$ cat src/rtl/load_store_unit.sv
// rtl/load_store_unit.sv - byte-addressed load/store front end for a word-addressed data memory
// Handles sub-word read-modify-write, load extension, alignment and address-range errors.
module load_store_unit #(
    parameter int WORD_SIZE = 32
) (
    input  logic                 clock,
    input  logic                 reset,
    input  logic                 req_valid,
    output logic                 req_ready,
    input  logic                 req_write,
    input  logic [1:0]           req_size,
    input  logic                 req_signed,
    input  logic [WORD_SIZE-1:0] req_address,
    input  logic [WORD_SIZE-1:0] req_wdata,
    output logic                 resp_valid,
    output logic [WORD_SIZE-1:0] resp_rdata,
    output logic                 resp_err_align,
    output logic                 resp_err_addr,
    output logic                 mem_write_enabled,
    output logic                 mem_read_enabled,
    output logic [WORD_SIZE-1:0] mem_address,
    output logic [WORD_SIZE-1:0] mem_input_data,
    input  logic [WORD_SIZE-1:0] mem_output_data,
    input  logic                 mem_err_invalid_address
);

    typedef enum logic [2:0] {
        S_IDLE,
        S_PROBE,
        S_CHECK,
        S_WRITE,
        S_RESP
    } state_t;

    state_t               state_q, state_d;
    logic                 write_q, write_d;
    logic [1:0]           size_q, size_d;
    logic                 signed_q, signed_d;
    logic [1:0]           offset_q, offset_d;
    logic [WORD_SIZE-1:0] wdata_q, wdata_d;
    logic [WORD_SIZE-1:0] mem_address_q, mem_address_d;
    logic [WORD_SIZE-1:0] mem_input_data_q, mem_input_data_d;
    logic [WORD_SIZE-1:0] resp_rdata_q, resp_rdata_d;
    logic                 err_align_q, err_align_d;
    logic                 err_addr_q, err_addr_d;

    logic                 misaligned;
    logic [4:0]           lane_shift;
    logic [WORD_SIZE-1:0] lane_mask;
    logic [WORD_SIZE-1:0] merged_word;
    logic [WORD_SIZE-1:0] lane_data;
    logic                 lane_msb;
    logic [WORD_SIZE-1:0] load_word;

    assign misaligned = (req_size == 2'b11)
                     || (req_size == 2'b01 && req_address[0])
                     || (req_size == 2'b10 && req_address[1:0] != 2'b00);

    // Big-endian lanes: offset 0 is the most significant byte, so the shift is (3 - offset) bytes.
    always_comb begin
        lane_shift = 5'd0;
        lane_mask  = '1;
        lane_msb   = 1'b0;
        case (size_q)
            2'b00: begin
                lane_shift = {~offset_q, 3'b000};
                lane_mask  = {{(WORD_SIZE-8){1'b0}}, 8'hFF};
            end
            2'b01: begin
                lane_shift = {~offset_q[1], 4'b0000};
                lane_mask  = {{(WORD_SIZE-16){1'b0}}, 16'hFFFF};
            end
            default: begin
                lane_shift = 5'd0;
                lane_mask  = '1;
            end
        endcase
        merged_word = (mem_output_data & ~(lane_mask << lane_shift))
                    | ((wdata_q & lane_mask) << lane_shift);
        lane_data   = (mem_output_data >> lane_shift) & lane_mask;
        case (size_q)
            2'b00:   lane_msb = lane_data[7];
            2'b01:   lane_msb = lane_data[15];
            default: lane_msb = 1'b0;
        endcase
        load_word = (signed_q && lane_msb) ? (lane_data | ~lane_mask) : lane_data;
    end

    always_comb begin
        state_d          = state_q;
        write_d          = write_q;
        size_d           = size_q;
        signed_d         = signed_q;
        offset_d         = offset_q;
        wdata_d          = wdata_q;
        mem_address_d    = mem_address_q;
        mem_input_data_d = mem_input_data_q;
        resp_rdata_d     = resp_rdata_q;
        err_align_d      = err_align_q;
        err_addr_d       = err_addr_q;

        case (state_q)
            S_IDLE: begin
                if (req_valid) begin
                    write_d  = req_write;
                    size_d   = req_size;
                    signed_d = req_signed;
                    offset_d = req_address[1:0];
                    wdata_d  = req_wdata;
                    if (misaligned) begin
                        resp_rdata_d = '0;
                        err_align_d  = 1'b1;
                        err_addr_d   = 1'b0;
                        state_d      = S_RESP;
                    end else begin
                        mem_address_d = {2'b00, req_address[WORD_SIZE-1:2]};
                        state_d       = S_PROBE;
                    end
                end
            end
            S_PROBE: state_d = S_CHECK;
            S_CHECK: begin
                if (mem_err_invalid_address) begin
                    resp_rdata_d = '0;
                    err_align_d  = 1'b0;
                    err_addr_d   = 1'b1;
                    state_d      = S_RESP;
                end else if (write_q) begin
                    mem_input_data_d = merged_word;
                    state_d          = S_WRITE;
                end else begin
                    resp_rdata_d = load_word;
                    err_align_d  = 1'b0;
                    err_addr_d   = 1'b0;
                    state_d      = S_RESP;
                end
            end
            S_WRITE: begin
                resp_rdata_d = '0;
                err_align_d  = 1'b0;
                err_addr_d   = 1'b0;
                state_d      = S_RESP;
            end
            S_RESP:  state_d = S_IDLE;
            default: state_d = S_IDLE;
        endcase
    end

    always_ff @(posedge clock or posedge reset) begin
        if (reset) begin
            state_q          <= S_IDLE;
            write_q          <= 1'b0;
            size_q           <= 2'b00;
            signed_q         <= 1'b0;
            offset_q         <= 2'b00;
            wdata_q          <= '0;
            mem_address_q    <= '0;
            mem_input_data_q <= '0;
            resp_rdata_q     <= '0;
            err_align_q      <= 1'b0;
            err_addr_q       <= 1'b0;
        end else begin
            state_q          <= state_d;
            write_q          <= write_d;
            size_q           <= size_d;
            signed_q         <= signed_d;
            offset_q         <= offset_d;
            wdata_q          <= wdata_d;
            mem_address_q    <= mem_address_d;
            mem_input_data_q <= mem_input_data_d;
            resp_rdata_q     <= resp_rdata_d;
            err_align_q      <= err_align_d;
            err_addr_q       <= err_addr_d;
        end
    end

    // Enables decode straight from state so an asynchronous reset drops them at once.
    assign req_ready         = (state_q == S_IDLE);
    assign mem_read_enabled  = (state_q == S_PROBE) || (state_q == S_CHECK);
    assign mem_write_enabled = (state_q == S_WRITE);
    assign resp_valid        = (state_q == S_RESP);
    assign mem_address       = mem_address_q;
    assign mem_input_data    = mem_input_data_q;
    assign resp_rdata        = resp_rdata_q;
    assign resp_err_align    = err_align_q;
    assign resp_err_addr     = err_addr_q;

endmodule

$ cat config.mk
export PLATFORM = sky130hd
export DESIGN_NAME = load_store_unit
export DESIGN_NICKNAME = d
export VERILOG_FILES = /design/src/rtl/load_store_unit.sv
export SDC_FILE = /design/constraint.sdc
export NUM_CORES = 1
export LEC_CHECK = 0
export ABC_AREA = 1
export BUFFER_PORTS_ARGS = -buffer_cell sky130_fd_sc_hd__clkbuf_2
export CORE_MARGIN = 1.5
export CORE_UTILIZATION = 55
export CTS_CLUSTER_SIZE = 25
export DETAILED_ROUTE_END_ITERATION = 7
export PLACE_DENSITY = 0.92
export REMOVE_ABC_BUFFERS = 1
export SETUP_SLACK_MARGIN = 0.2
export SYNTH_ARGS = -nofsm -noshare
export SYNTH_HDL_FRONTEND = slang
export SYNTH_SLANG_ARGS = --single-unit
$ cat constraint.sdc
create_clock -name clock -period 7.25 [get_ports clock]
set_input_delay 0 -clock clock [delete_from_list [all_inputs] [get_ports clock]]
set_output_delay 0 -clock clock [all_outputs]
set_load 0.005 [all_outputs]
==> impl_results.md, run 1 <==
- Status: finished clean
- Min-delay src: mem_output_data[8]
- Prevailing post-synth register cell: dfrtp_1
- Layout cells sized above 1: about 25%
- Total CTS buffers: 17
- Synth-to-layout area growth: 40.3%
- Sum Neg Setup Slack: 0 ns
- Later-pin clock latency in the skew report: roughly 0.42 ns
- Maximum clock rate: 0.342 GHz
- ANT nets after route: 0
- Top cells by area, synth: dfrtp_1, nand2_1, o21ai_0
- Reg area: between 0.003 and 0.004 sq mm
- Core area: 0.0114 sq mm
- CTS sink cnt: 137
- Lkg Pwr: 4.83 nW
- DIE AREA: 0.0124 sq mm
- Max-cap check violation count: 0
- Max Slew Vio Count: 0
- DRC: 0
- Tcrit/Tclk final: 40.3%
- Crit. Startpoint: size_q[1]
- # rows: 39
- Post-Syn Instances: 787
- Clk_skew: 0.0102 ns
- Crit Path Class: reg -> reg
- Crit. End Element: flip-flop
- Min-Delay Path Depth: 5
- Worst slew margin: 26.1%
- Worst r2r dst: mem_input_data[18]
- Worst EP required: 7.59 ns
- Grt total ovfl: 0
- Post-route minimum period: 2.92 ns
- VDD IR max: 0.000267 V
- Setup Viol. Count Final: 0
- H-tree depth: 4
- Die H: 111 um
- Post-synthesis sequential area ratio: 53.2%
- Multi-input gate area: 0.00254 sq mm
- Reg2Reg Depth: 6
- GPL Wtd Cong: roughly 0.88
- PwrDens: 415 mW/mm^2
- Yosys cell types: 27
- CTS max path bufs: 2
- Buffers added on ports: 203
- Fillcell total: just under 700
- Synthesized cell area: 0.00644 sq mm
- Crit path launch type: flip-flop
- Reg-to-Reg Start: size_q[1]
- CTS root buffer: clkbuf_16
- Synthesis Warnings: 0
- Fin util: around four fifths
- Io pins: slightly above 200
- Clock-pin slew on the worst setup and hold paths: 0.06 ns
- DR iter-0 viols: slightly below 800
- CTS tree: done
- Hold EP: mem_input_data[8]
- Hpwl dp: around 13000 um
- Post-CTS resize count: 0
- Largest net degree at the start of global routing: 85
- Unrepaired setup endpoints after global routing: false
- GRT Total Usage: 36.5%
- Initial core utilization: 56.4%
- Die width: 111 um
- Drt pass-1 iters: 5
- Most frequent cells in the layout: nand2_1, clkbuf_2, dfrtp_1, dlygate4sd3_1, o21ai_0
- DR WL/cell: 18.3 um
- Crit-path max FO: 64
- Syn avg cell area: a little over 8 sq um
- Worst reg2reg setup slack: about 4.3 ns
- Worst path arrival time: 3.26 ns
- Commonest non-fill, non-tap cell in the layout: nand2_1
- Hold crit path type: in -> reg
- Vias per cell: between 5 and 6
- Initial antenna violation count: 0
- WL final: 22400 um
- Vias post-DR: 7028
- First-pass GRT wire length: 35400 um
- Worst-margin pin slew: 1.11 ns
- Vias in the first global route: 7058
- Fin nets: approximately 1200
- Register bit total from synthesis: 137
- Leading area contributor after synthesis: dfrtp_1
- Async SR Flop Fraction: 100%
- Post-synth EDFFs: 0
- Hold Vio Cnt, Final: 0
- ANT cells: 0
- Synth top area share: 53.2%
## layout make-up
type | count | area share (%)
Clock inverter | 9 | 1.61
Timing Repair Buffer | 305 | 22.3
Sequential cell | 137 | 37.9
Inverter | 68 | 2.88
Tap cell | 143 | 1.98
Clock buffer | 23 | 5.18
Multi-Input combinational cell | 537 | 28.1
## cells in the mapped netlist (all sizes together), types with 7 or more instances
cell type  number
nor2           68
clkbuf         23
o21ai          97
a31oi           8
a21oi          71
nand2         227
o211ai          7
dfrtp         137
nand3          28
o22ai           9
mux2           17
inv            68
buf            23
## worst max-delay path by stage
stage               slack [ns]                  to  cells past startpoint
floorplan                 3.58      mem_address[0]                      1
finish                    4.33  mem_input_data[18]                      6
CTS                       4.44      resp_rdata[20]                     11
global route              4.21      resp_rdata[29]                     11
global placement          4.65      resp_rdata[30]                     11
detailed placement        4.48      resp_rdata[25]                     11
## state kept, by name (all words and copies together) (netlist names)
signal,flops
state_q,3
resp_err_align,1
mem_address,30
mem_input_data,32
wdata_q,32
size_q,2
resp_rdata,32
offset_q,2
resp_err_addr,1
signed_q,1
write_q,1
## logic make-up after synthesis
kind of cell | after synthesis | synth area share, %
flip-flops | 137 | 53.2
multiplexers | 17 | 2.97
AO/OA/AOI/OAI | 192 | 15.6
AND/OR/NAND/NOR | 326 | 20.6
other | 1 | 0.0582
buffers and inverters | 114 | 7.48
## worst max-delay path: stages (launching register included)
cell and delay [ns]:
dfrtp_1 0.36, buf_4 0.26, nor2_4 0.58, nand2_4 0.53
o21ai_1 0.70, nand2_1 0.17, a31oi_1 0.22
## per-stage QoR
stage | instances | worst slack, ns | hold WS, ns | total power [mW] | area [sq um]
after CTS | 1222 | 4.44 | 0.000340 | 3.65 | 9040
after floorplan | 742 | 3.58 | 0.117 | 2.11 | 6220
final | 1222 | 4.33 | 0.0363 | 3.75 | 9040
after detailed placement | 1095 | 4.48 | 0.186 | 2.70 | 7470
after global routing | 1222 | 4.21 | 0.0680 | 3.95 | 9040
after global placement | 1095 | 4.65 | 0.177 | 2.64 | 7470
## repair_timing
| item | CTS | global route |
|---|---|---|
| hold endpoints to repair | 185 | 0 |
| buffers inserted | 0 | 0 |
| hold buffers | 95 | 0 |
## metal layers
| layer | GRT usage (%) | vias to the layer above | part of all wire (%) |
|---|---|---|---|
| li1 | - | 3098 | - |
| met3 | 8.80 | 95 | 12 |
| met4 | 18.8 | 0 | 4.2 |
| met5 | 0 | - | 0 |
| met2 | 59.5 | 580 | 47 |
| met1 | 45.2 | 3255 | 37 |
## where the power goes
part	total, mW	internal, mW	leakage (nW)	switching [mW]
combinational	1.55	0.535	2.85	1.01
clock	0.908	0.591	0.305	0.317
sequential	1.29	1.08	1.68	0.216
total	3.75	2.20	4.83	1.55
(Power assumes the default switching activity.)
==> run 2, diff against run 1 <==
- CORE_UTILIZATION: 55 -> 51
- PLACE_DENSITY: 0.92 -> 0.87
- clock period: 7.25 -> 2.9 ns (I/O delays scaled with it)
==> run 2 against run 1 <==
  * Combinational power rose to 2.5 times the previous value
  * Clock power rose to 2.5 times the previous value
  * Sequential share of layout area fell by 0.51 points
  * Sequential cell count did not move
  * Clock skew fell by 0.0014 ns
  * Clock-buffer cell count rose by 1
  * Sequential power rose by 150%
  * Via count fell by 0.81%
  * Hold slack got worse by 0.0067 ns
  * Total power rose to 2.5 times the previous value
  * Wire length rose by 3.0%
  * Maximum frequency rose by 17%
  * The run now ends with design-rule violations left
==> impl_results.md, run 2 (synthesized netlist as in run 1, its figures left out) <==
- Final WS setup: 0.391 ns (-3.94 ns)
- Failing checks: design-rule violations
- Hold Vio Cnt, Final: 0 (unchanged)
- CTS max path bufs: 2 (unchanged)
- Worst-margin pin slew: 1.08 ns (-0.0300 ns)
- Worst EP required: 3.27 ns (-4.32 ns)
- CTS tree: done
- Final Power: 9.43 mW (+150%)
- Fillcell total: 856 (+26%)
- Vias per cell: 5.55 (-3.5%)
- Die width: 115 um (+3.7%)
- H-tree depth: 4 (unchanged)
- Clock-pin slew on the worst setup and hold paths: 0.06 ns (about the same)
- Io pins: 206 (unchanged)
- GPL Wtd Cong: 0.862 (-2.0%)
- Grt total ovfl: 0 (unchanged)
- Hpwl dp: 13600 um (+5.0%)
- Largest net degree at the start of global routing: 61 (-28%)
- Worst reg2reg setup slack: 0.39 ns (-3.94 ns)
- Vias post-DR: 6971 (-0.81%)
- Core area: 0.0122 sq mm (+6.5%)
- Reg-to-Reg Start: size_q[1]
- PwrDens: 1030 mW/mm^2 (+150%)
- Placed Area: 0.00756 sq mm (+1.2%)
- Layout cells sized above 1: 25.6% (+0.53 points)
- Setup Viol. Count Final: 0 (unchanged)
- Lkg Pwr: 4.88 nW (+1.0%)
- Die H: 115 um (+3.7%)
- Tcrit/Tclk final: 86.5% (+46 points)
- ANT nets after route: 0 (unchanged)
- WL final: 23000 um (+3.0%)
- VDD IR max: 0.000755 V (+180%)
- Crit-path max FO: 25 (-61%)
- Synth-to-layout area growth: 42.2%
- Buffers added on ports: 203 (unchanged)
- Initial core utilization: 53.0% (-3.4 points)
- Worst hold margin: 0.0296 ns (-0.00675 ns)
- Total CTS buffers: 17 (unchanged)
- Maximum clock rate: 0.399 GHz (+17%)
- Vias in the first global route: 7077 (+0.27%)
- DRC: 3 (+3)
- Later-pin clock latency in the skew report: 0.44 ns (+0.02 ns)
- Min-Delay Path Depth: 5 (unchanged)
- Hold crit path type: in -> reg
- Status: finished with violations
- Crit. End Element: flip-flop
- Dpl ws: 0.482 ns (-3.99 ns)
- DIE AREA: 0.0133 sq mm (+7.6%)
- First-pass GRT wire length: 35600 um (+0.43%)
- Clk_skew: 0.00881 ns (-0.00142 ns)
- Reg area: 0.00343 sq mm (unchanged)
- Commonest non-fill, non-tap cell in the layout: nand2_1
- Hold EP: mem_input_data[14]
- Initial antenna violation count: 0 (unchanged)
- Final instance area: 0.00916 sq mm (+1.4%)
- Crit path launch type: flip-flop
- ANT cells: 0 (unchanged)
- Max-cap check violation count: 0 (unchanged)
- Most frequent cells in the layout: nand2_1, clkbuf_2, dfrtp_1, dlygate4sd3_1, o21ai_0
- CTS sink cnt: 137 (unchanged)
- Sum Neg Setup Slack: 0 ns (unchanged)
- Max Slew Vio Count: 0 (unchanged)
- Worst path arrival time: 2.88 ns (-0.38 ns)
- # rows: 40 (+2.6%)
- DR WL/cell: 18.3 um (+0.22%)
- GRT Total Usage: 35.8% (-0.63 points)
- Min-delay src: mem_output_data[14]
- CTS root buffer: clkbuf_16
- Post-route minimum period: 2.51 ns (-0.414 ns)
- DR iter-0 viols: 805 (+3.3%)
- Crit Path Class: reg -> reg
- Reg2Reg Depth: 10 (+4)
- Fin nets: 1179 (+0.77%)
- Worst r2r dst: resp_rdata[11]
- Drt pass-1 iters: 8 (+3)
- Worst slew margin: 28.1% (+2.0 points)
- Unrepaired setup endpoints after global routing: false
- Multi-input gate area: 0.00254 sq mm (unchanged)
## run 2: cell types whose count changed in the layout (fill, tap and decap cells not counted)
cell           delta
buf_4             +5
clkbuf_8          +3
dlygate4sd3_1     +3
clkbuf_1          -2
buf_12            +1
bufinv_16         -1
## run 2: repair_timing
action,CTS,global route
hold endpoints to repair,163,0
buffers inserted,0,0
resized for setup,0,0
hold buffers,98,0
## run 2: worst max-delay path by stage
stage / from / to / slack [ns] / depth (start not counted)
after floorplan: reset / mem_address[0] / -0.77 / 1
after global placement: size_q[1] / resp_rdata[23] / 0.64 / 10
after detailed placement: size_q[1] / resp_rdata[11] / 0.48 / 10
after CTS: size_q[1] / resp_rdata[11] / 0.45 / 10
after global routing: size_q[1] / resp_rdata[11] / 0.22 / 10
final: size_q[1] / resp_rdata[11] / 0.39 / 10
## run 2: power breakdown
part	switching [mW]	internal (mW)	total, mW
registers	0.524	2.69	3.22
clock network	0.823	1.46	2.28
logic	2.55	1.38	3.93
## run 2: worst max-delay path, stage by stage, from the launching register on
cell and delay, ns:
dfrtp_1 0.42, buf_4 0.22, nor2_4 0.47, inv_2 0.37, nand3_1 0.24, nand3_1 0.11, nand2_1 0.07, nand2_1 0.07
nand2_1 0.27, nand2_1 0.10, nand2_1 0.09
## run 2: layout make-up
cell class	count	share of cell area (%)
well taps	168	2.29
inverters	68	2.84
multi-input cells	537	27.7
clock buffers	24	5.48
flip-flops and latches	137	37.4
repair buffers	314	23.0
clock inverters	8	1.26
## run 2: metal layers
metal	global-route usage (%)	vias up	wire length [um]
met4	17.6	0	970
met1	40.7	3257	8400
met5	0	-	0
li1	-	3123	-
met3	11.5	95	2340
met2	61.0	496	11300
## run 2: per-stage QoR
stage	instances	utilization [%]
floorplan	742	-
global placement	1126	62.2
finish	1256	75.3
global route	1256	75.3
detailed placement	1126	62.2
CTS	1256	75.3
==> run 3, diff against run 2 <==
- ABC_AREA: 1 -> not set
- CORE_UTILIZATION: 51 -> 50
==> run 3 against run 2 <==
  * The run now ends clean
  * Highest routed layer unchanged
  * Hold slack better by 0.31 ns
  * Combinational power is 4% lower
  * First-iteration DRC count is 18% lower
  * Clock skew is 0.0017 ns higher
  * Via count is 18% lower
  * Critical path type unchanged
  * Sequential cell count stayed put
  * Largest cell class unchanged
==> impl_results.md, run 3 <==
- Max incr delay on CP: 0.53 ns (+0.06 ns)
- Grt total ovfl: 0 (unchanged)
- Worst-margin pin slew: 0.958 ns (-0.120 ns)
- CTS tree: done
- Comb power frac: 40.1% (-1.6 points)
- Sw Ratio: 36.8% (-4.5 points)
- Buffers added on ports: 203 (unchanged)
- Multi-input gate area: 0.00245 sq mm (-3.4%)
- DIE AREA: 0.0128 sq mm (-3.8%)
- Sum Neg Setup Slack: 0 ns (unchanged)
- Largest net degree at the start of global routing: 108 (+77%)
- Synthesis Warnings: 0 (unchanged)
- Crit path launch type: flip-flop
- Clk_skew: 0.0105 ns (+0.00173 ns)
- Leading area contributor after synthesis: dfrtp_1
- Commonest non-fill, non-tap cell in the layout: clkbuf_2
- CTS sink cnt: 137 (unchanged)
- Later-pin clock latency in the skew report: 0.43 ns (about the same)
- CTS max path bufs: 2 (unchanged)
- CP top delay family: compound AO/OA/AOI/OAI gates
- PwrDens: 1060 mW/mm^2 (+3.2%)
- CP bufs+invs: 1 (-1)
- Net Sw Power: 3.46 mW (-11%)
- Crit. End Element: flip-flop
- Post-Syn Instances: 500 (-36%)
- Leading cell type by number of instances after synthesis: dfrtp_1
- Worst path arrival time: 2.79 ns (-0.09 ns)
- Hold Vio Cnt, Final: 0 (unchanged)
- Internal: 5.93 mW (+7.1%)
- Total CTS buffers: 17 (unchanged)
- Initial antenna violation count: 1 (+1)
- Reg area: 0.00343 sq mm (unchanged)
- Clock-pin slew on the worst setup and hold paths: 0.06 ns (about the same)
- Yosys cell types: 42 (+56%)
- Layout cells sized above 1: 41.0% (+15 points)
- Clock Power Share: 23.3% (-0.9 points)
- DRC: 0 (-3)
- Synthesized cell area: 0.00607 sq mm (-5.7%)
- Hold crit path type: in -> async
- CP Depth: 6 (-4)
- Most frequent cells in the layout: clkbuf_2, dfrtp_1, dlygate4sd3_1, mux2_2, nand2_1
- Synth-to-layout area growth: 45.5%
- Worst hold margin: 0.341 ns (+0.312 ns)
- Maximum clock rate: 0.411 GHz (+3.1%)
- Top post-synthesis cells by count: dfrtp_1, mux2_2, nand2_1
- DR WL/cell: 21.3 um (+16%)
- Die H: 113 um (-1.9%)
- Final instance area: 0.00883 sq mm (-3.6%)
- Drt pass-1 iters: 7 (-1)
- Unrepaired setup endpoints after global routing: false
- Cts hold-fix bufs: 103 (+5.1%)
- Lkg Pwr: 4.32 nW (-12%)
- Die width: 113 um (-1.9%)
- Io pins: 206 (unchanged)
- Post-synthesis sequential area ratio: 56.5% (+3.2 points)
- Vias in the first global route: 5936 (-16%)
- Crit-path max FO: 24 (-4.0%)
- Final Power: 9.38 mW (-0.47%)
- First-pass GRT wire length: 31500 um (-12%)
- Syn avg cell area: 12.1 sq um (+48%)
- Synth top area share: 56.5% (+3.2 points)
- GRT Total Usage: 32.6% (-3.3 points)
- Worst slew margin: 36.1% (+8.0 points)
- Placed Area: 0.00721 sq mm (-4.7%)
- Crit Path Class: reg -> reg
- Flop pwr share: 36.6% (+2.5 points)
- ANT nets after route: 0 (unchanged)
- Post-CTS resize count: 0 (unchanged)
- Reg2Reg Depth: 6 (-4)
- Core area: 0.0119 sq mm (-2.1%)
- CTS root buffer: clkbuf_16
- GPL Wtd Cong: 0.826 (-4.3%)
- Vias post-DR: 5724 (-18%)
- Fillcell total: 726 (-15%)
- Max Slew Vio Count: 0 (unchanged)
- Post-CTS Setup Repair Bufs: 0 (unchanged)
- Worst EP required: 3.26 ns (about the same)
- Post-route minimum period: 2.43 ns (-0.0756 ns)
- Top cells by area, synth: dfrtp_1, mux2_2, nand2_1
- Prevailing post-synth register cell: dfrtp_1
- # rows: 40 (unchanged)
- Register bit total from synthesis: 137 (unchanged)
- Vias per cell: 5.95 (+7.2%)
- H-tree depth: 4 (unchanged)
- Fin util: 74.2% (-1.2 points)
- Setup Viol. Count Final: 0 (unchanged)
- Critical path cell sequence: buf_4, or2_2, a21oi_1, o211ai_1, a21boi_4, a221o_1
- Initial core utilization: 51.0% (-2.0 points)
- VDD IR max: 0.000566 V (-25%)
- Status: finished clean
- Post-synth EDFFs: 0 (unchanged)
- Max-cap check violation count: 0 (unchanged)
- DR iter-0 viols: 661 (-18%)
- Fin nets: 905 (-23%)
- Highest-delay cell along the critical path: or2_2
- WL final: 20500 um (-11%)
- Hpwl dp: 12300 um (-9.8%)
- Tcrit/Tclk final: 83.9% (-2.6 points)
- Async SR Flop Fraction: 100% (unchanged)
run 3: changes by cell type after synthesis, sizes merged, moves of 9 or more:
cell,previous run,this run
a21oi,71,14
a221o,0,9
a22o,0,24
inv,68,6
mux2,17,65
mux2i,0,16
nand2,227,58
nand2b,0,9
nand3,28,7
nor2,68,18
o21ai,97,42
o22ai,9,0
run 3: final timing paths:
kind	slack, ns	endpoint	start
max reg2reg	0.47	resp_rdata[27]	size_q[1]
max	0.47	resp_rdata[27]	size_q[1]
min	0.34	mem_input_data[26]	reset
max in group asynchronous	1.70	mem_address[3]	reset
min in group clock	0.34	mem_address[14]	req_address[16]
min reg2reg	0.49	mem_input_data[16]	mem_input_data[16]
run 3: area by class of cell:
class	count	share of cell area, %
Sequential cell	137	38.8
Clock buffer	24	5.68
Multi-Input combinational cell	320	27.8
Timing Repair Buffer	319	24.3
Clock inverter	7	1.02
Tap cell	147	2.08
Antenna cell	2	0.0567
Inverter	6	0.312
run 3: worst min-delay path, cell delays in order:
cell and delay (ns):
dlygate4sd3_1 0.53, clkbuf_2 0.14, inv_6 0.66
run 3: routing by layer:
metal	GRT usage (%)	vias to the layer above	share of wire, %
met2	52.6	394	49
met3	9.11	118	8.4
met5	0	-	0
met4	19.8	0	6.1
li1	-	2432	-
met1	38.9	2780	36
run 3: through the flow:
step,setup slack [ns],cells
2_1_floorplan,-0.768,463
4_1_cts,0.511,960
5_1_grt,0.357,961
3_3_place_gp,0.685,826
3_5_place_dp,0.559,826
6_report,0.466,962
run 3: power by group through the flow:
stage / clock network [mW] / logic [mW] / registers [mW]
6_report: 2.19 / 3.76 / 3.43
5_1_grt: 2.27 / 4.06 / 3.51
4_1_cts: 2.17 / 3.66 / 3.37
3_5_place_dp: 0 / 3.53 / 3.39
3_3_place_gp: 0 / 3.39 / 3.34
2_1_floorplan: 0 / 2.06 / 3.31
run 3: logic make-up (layout without fill, tap and decap cells):
logic type / count (synthesis) / in the layout / share of synthesized area (%)
AOI/OAI and AO/OA: 121 / 121 / 14.5
buffers and inverters: 44 / 356 / 3.40
DFF: 137 / 137 / 56.5
muxes: 88 / 88 / 17.3
other: 1 / 4 / 0.0618
and+or+nand+nor: 109 / 109 / 8.29
